`src/rtl/nibble_serial_add_ctrl.sv`:
```
// nibble_serial_add_ctrl: wide adder that reuses one 4-bit adder.
// It adds one nibble per clock, least significant nibble first, and keeps
// the inter-nibble carry in a register. Operands and result use
// valid/ready handshakes.
// Optional macro NIBBLE_ADD_SUB_EN adds a 'sub' port for a-b (two's complement).

module fourBitAdder (
    input  logic [3:0] i_a,
    input  logic [3:0] i_b,
    input  logic       i_ci,
    output logic [3:0] o_s,
    output logic       o_co
);
    logic [4:0] w_c;

    // Ripple the carry through four full-adder cells.
    always_comb begin
        w_c    = 5'b00000;
        o_s    = 4'b0000;
        w_c[0] = i_ci;
        for (int k = 0; k < 4; k++) begin
            o_s[k]   = i_a[k] ^ i_b[k] ^ w_c[k];
            w_c[k+1] = (i_a[k] & i_b[k]) | (w_c[k] & (i_a[k] ^ i_b[k]));
        end
        o_co = w_c[4];
    end
endmodule

module nibble_serial_add_ctrl #(
    parameter int NIBBLES = 4
) (
    input  logic                 clk,
    input  logic                 rst,
    input  logic                 in_valid,
    output logic                 in_ready,
    input  logic [4*NIBBLES-1:0] a,
    input  logic [4*NIBBLES-1:0] b,
    input  logic                 cin,
`ifdef NIBBLE_ADD_SUB_EN
    input  logic                 sub,
`endif
    output logic                 out_valid,
    input  logic                 out_ready,
    output logic [4*NIBBLES-1:0] sum,
    output logic                 cout,
    output logic                 busy
);
    localparam int W  = 4 * NIBBLES;
    localparam int CW = $clog2(NIBBLES) + 1;
    localparam logic [CW-1:0] LAST = CW'(NIBBLES - 1);

    typedef enum logic [1:0] {
        S_IDLE = 2'd0,
        S_RUN  = 2'd1,
        S_DONE = 2'd2
    } state_t;

    state_t        r_state;
    state_t        w_state_nxt;
    logic [W-1:0]  r_a_sh;
    logic [W-1:0]  r_b_sh;
    logic [W-1:0]  r_sum;
    logic          r_cout;
    logic          r_carry;
    logic [CW-1:0] r_cnt;

    logic [3:0]    w_add_s;
    logic          w_add_co;
    logic [W-1:0]  w_sum_shift;
    logic [W-1:0]  w_b_load;
    logic          w_c_load;
    logic          w_accept;
    logic          w_last;

    fourBitAdder u_add (
        .i_a  (r_a_sh[3:0]),
        .i_b  (r_b_sh[3:0]),
        .i_ci (r_carry),
        .o_s  (w_add_s),
        .o_co (w_add_co)
    );

    // The new nibble enters at the top; with one nibble it is the whole sum.
    generate
        if (NIBBLES == 1) begin : g_one
            assign w_sum_shift = w_add_s;
        end else begin : g_multi
            assign w_sum_shift = {w_add_s, r_sum[W-1:4]};
        end
    endgenerate

    assign w_accept = in_valid && (r_state == S_IDLE);
    assign w_last   = (r_cnt == LAST);

    // Select the B operand and initial carry to load (subtract inverts B and forces carry-in).
    always_comb begin
`ifdef NIBBLE_ADD_SUB_EN
        if (sub) begin
            w_b_load = ~b;
            w_c_load = 1'b1;
        end else begin
            w_b_load = b;
            w_c_load = cin;
        end
`else
        w_b_load = b;
        w_c_load = cin;
`endif
    end

    // State register.
    always_ff @(posedge clk or posedge rst) begin
        if (rst) begin
            r_state <= S_IDLE;
        end else begin
            r_state <= w_state_nxt;
        end
    end

    // Next-state logic.
    always_comb begin
        w_state_nxt = r_state;
        case (r_state)
            S_IDLE: begin
                if (w_accept) w_state_nxt = S_RUN;
                else          w_state_nxt = S_IDLE;
            end
            S_RUN: begin
                if (w_last) w_state_nxt = S_DONE;
                else        w_state_nxt = S_RUN;
            end
            S_DONE: begin
                if (out_ready) w_state_nxt = S_IDLE;
                else           w_state_nxt = S_DONE;
            end
            default: w_state_nxt = S_IDLE;
        endcase
    end

    // Handshake and status outputs, decoded from the state register alone.
    always_comb begin
        in_ready  = 1'b0;
        out_valid = 1'b0;
        busy      = 1'b0;
        case (r_state)
            S_IDLE:  in_ready  = 1'b1;
            S_RUN:   busy      = 1'b1;
            S_DONE:  out_valid = 1'b1;
            default: in_ready  = 1'b0;
        endcase
    end

    // Datapath: load the operands on accept, then shift and add one nibble per RUN cycle.
    always_ff @(posedge clk or posedge rst) begin
        if (rst) begin
            r_a_sh  <= '0;
            r_b_sh  <= '0;
            r_sum   <= '0;
            r_cout  <= 1'b0;
            r_carry <= 1'b0;
            r_cnt   <= '0;
        end else begin
            case (r_state)
                S_IDLE: begin
                    if (w_accept) begin
                        r_a_sh  <= a;
                        r_b_sh  <= w_b_load;
                        r_carry <= w_c_load;
                        r_cnt   <= '0;
                        r_sum   <= '0;
                    end else begin
                        r_cnt <= r_cnt;
                    end
                end
                S_RUN: begin
                    r_sum   <= w_sum_shift;
                    r_a_sh  <= r_a_sh >> 3'd4;
                    r_b_sh  <= r_b_sh >> 3'd4;
                    r_carry <= w_add_co;
                    r_cnt   <= r_cnt + CW'(1);
                    if (w_last) r_cout <= w_add_co;
                    else        r_cout <= r_cout;
                end
                default: begin
                    r_sum  <= r_sum;
                    r_cout <= r_cout;
                end
            endcase
        end
    end

    assign sum  = r_sum;
    assign cout = r_cout;
endmodule

```
`config.mk`:
```
export PLATFORM = sky130hd
export DESIGN_NAME = nibble_serial_add_ctrl
export DESIGN_NICKNAME = d
export VERILOG_FILES = /design/src/rtl/nibble_serial_add_ctrl.sv
export SDC_FILE = /design/constraint.sdc
export NUM_CORES = 1
export LEC_CHECK = 0
export ABC_CLOCK_PERIOD_IN_PS = 5800
export CELL_PAD_IN_SITES_DETAIL_PLACEMENT = 0
export CELL_PAD_IN_SITES_GLOBAL_PLACEMENT = 1
export CORE_MARGIN = 2
export CORE_UTILIZATION = 45
export DETAILED_ROUTE_END_ITERATION = 8
export DONT_BUFFER_PORTS = 1
export PLACE_DENSITY_LB_ADDON = 0.1
export SYNTH_ARGS = -nofsm -noshare
export SYNTH_HDL_FRONTEND = slang
export SYNTH_HIERARCHICAL = 1
export SYNTH_SLANG_ARGS = --single-unit
```
`constraint.sdc`:
```
create_clock -name clk -period 5.8 [get_ports clk]
set_clock_uncertainty 0.2 [all_clocks]
set_input_delay 0.87 -clock clk [delete_from_list [all_inputs] [get_ports clk]]
set_output_delay 0.87 -clock clk [all_outputs]
set_load 0.1 [all_outputs]
```
==> impl_metrics.tcl <==
set metrics [dict create \
    grt_max_degree 56 \
    reg2reg_from "r_a_sh[0]" \
    drtAntennaViolNets 0 \
    r2r-end "sum[15]" \
    drv_slew 0 \
    clock_sinks 55 \
    layout-drive-gt1-share_pct 8.81 \
    path_clk_slew_ns 0.10 \
    synthTopCellsByArea "dfrtp_1, a22o_1, nor4b_1" \
    fin_setup_tns_ns 0 \
    coreArea_um2 5890 \
    synth.cell_area_um2 2730 \
    critPathArrivalTime_ns 2.08 \
    vias 1772 \
    initial_utilization_pct 46.3 \
    setup_viol 0 \
    yosys-top-cells-count "dfrtp_1, inv_1, a22o_1" \
    vias_per_cell 5.87 \
    reg2reg_depth 9 \
    port_buffers 0 \
    cts_setup_buffers 0 \
    startpoint "r_state[1]" \
    gp_congestion 0.697 \
    yosysWarnings 6 \
    grt_pass1_wl_um 9180 \
    holdBufCountCts 0 \
    ioPinCount 57 \
    avgSynthCellArea_um2 11.5 \
    tightestPinTransition_ns 1.21 \
    diodes 0 \
    multi_input_area_um2 1040 \
    dp_hpwl_um 3490 \
    wire_per_inst_um 18.6 \
    synth_cell_types 28 \
    path_class "reg2out" \
    totalWireLength_um 5630 \
    slew_headroom_pct 19.0 \
    rows 28 \
    clock-root-buffer "clkbuf_8" \
    max_freq_ghz 0.318 \
    synth.net_count 280 \
    hold_violations 0 \
    crit_required_ns 4.73 \
    syn_to_final_growth_pct 3.81 \
    cts_tree "done" \
    yosysMostFrequentCell "dfrtp_1" \
    yosysSeqAreaShare_pct 50.5 \
    place_area_um2 2700 \
    post_cts_resized 0 \
    crit_end "out_valid" \
    synthCells 237 \
    grt-ovfl-total 0 \
    cp-end-kind "output port" \
    first_pass_iters 4 \
    min_period_ns 3.15 \
    clock_latency_ns 0.31 \
    max-clock-path-buffers 2 \
    antenna_found_initial 0 \
    synth_top_area_share_pct 50.5 \
    cts_htree_levels 2 \
    ys.flop_type "dfrtp_1" \
    design_area_um2 2830 \
    fillers 551 \
    track_usage_pct 18.0 \
    rsz0062_at_grt "no" \
    start_kind "flip-flop" \
    drt_iter0_markers 112 \
    r2r_setup_slack_ns 3.40 \
    cts-buffers-inserted 5 \
    synthArstFlopShare_pct 100 \
    design.die.area_um2 6690 \
    seq_area_um2 1380 \
    fin_crit_sh_pct 54.2 \
    grt_pass1_vias 1820 \
    hp-class "reg2reg" \
    synth.ff_latch_count 55 \
    cp_max_fo 53 \
    synth_top_cell_by_area "dfrtp_1" \
    die_w_um 81.8 \
    drc 0 \
    synth_edf_count 0 \
    status "completed" \
    cap_violations 0 \
    die_h_um 81.8 \
    finalNetCount 269 \
]
-- cell type report --
cell class | instances | area share (%)
flip-flops and latches | 55 | 48.7
multi-input cells | 119 | 36.8
inverters | 41 | 5.44
well taps | 75 | 3.32
clock buffers | 6 | 2.57
clock inverters | 2 | 2.12
repair buffers | 4 | 1.06
-- critical path: stages (launching register included) --
cell and delay (ns):
dfrtp_2 0.99, nand2b_1 0.14, inv_1 0.64
-- cell families after synthesis --
group / synth area share (%)
buffers and inverters: 11.6
AND/OR/NAND/NOR: 16.4
flip-flops: 50.5
AO/OA/AOI/OAI: 16.8
adder cells (fa/ha/maj): 3.86
multiplexers: 0.826
-- worst min path at each step --
stage                          start         end  slack [ns]  cells after the start
final                     r_a_sh[14]  r_a_sh[14]        0.32                      1
after global routing      r_a_sh[14]  r_a_sh[14]        0.34                      1
after detailed placement  r_a_sh[14]  r_a_sh[14]        0.30                      1
after floorplan             r_cnt[2]    r_cnt[2]        0.27                      1
after global placement      r_cnt[2]    r_cnt[2]        0.29                      1
after CTS                 r_a_sh[14]  r_a_sh[14]        0.32                      1
-- metal layers --
layer,up-vias,routed length (um),track usage (%)
li1,825,-,-
met4,0,44,5.00
met3,5,381,5.93
met1,889,2530,24.3
met5,-,0,0
met2,53,2670,27.8
-- sequential cells by signal (all words and copies together) (netlist names) --
signal,flops
cout,1
r_a_sh,16
r_b_sh,16
r_carry,1
r_cnt,3
r_state,2
sum,16
-- cells in the final DEF, fill, tap and decap left out, types with 2 or more instances in the layout --
master	count
a211oi_1	21
a222oi_1	2
a22o_1	25
buf_4	4
bufinv_16	2
clkbuf_8	5
dfrtp_1	54
fa_1	4
ha_1	2
inv_1	40
mux2_2	2
nand2b_1	3
nor2b_1	4
nor3b_1	23
nor4b_1	21
-- metrics by stage --
step                util, %  setup slack (ns)  hold WS [ns]  std cells
floorplan                 -              2.67         0.266        237
global placement       45.8              3.00         0.286        294
detailed placement     45.8              2.98         0.298        294
CTS                    48.1              2.63         0.323        302
global route           48.1              2.50         0.338        302
finish                 48.1              2.65         0.321        302
Power is left out: the tool's default activity adds up to more than one toggle a clock period on the data nets, which glitch-free logic cannot reach.
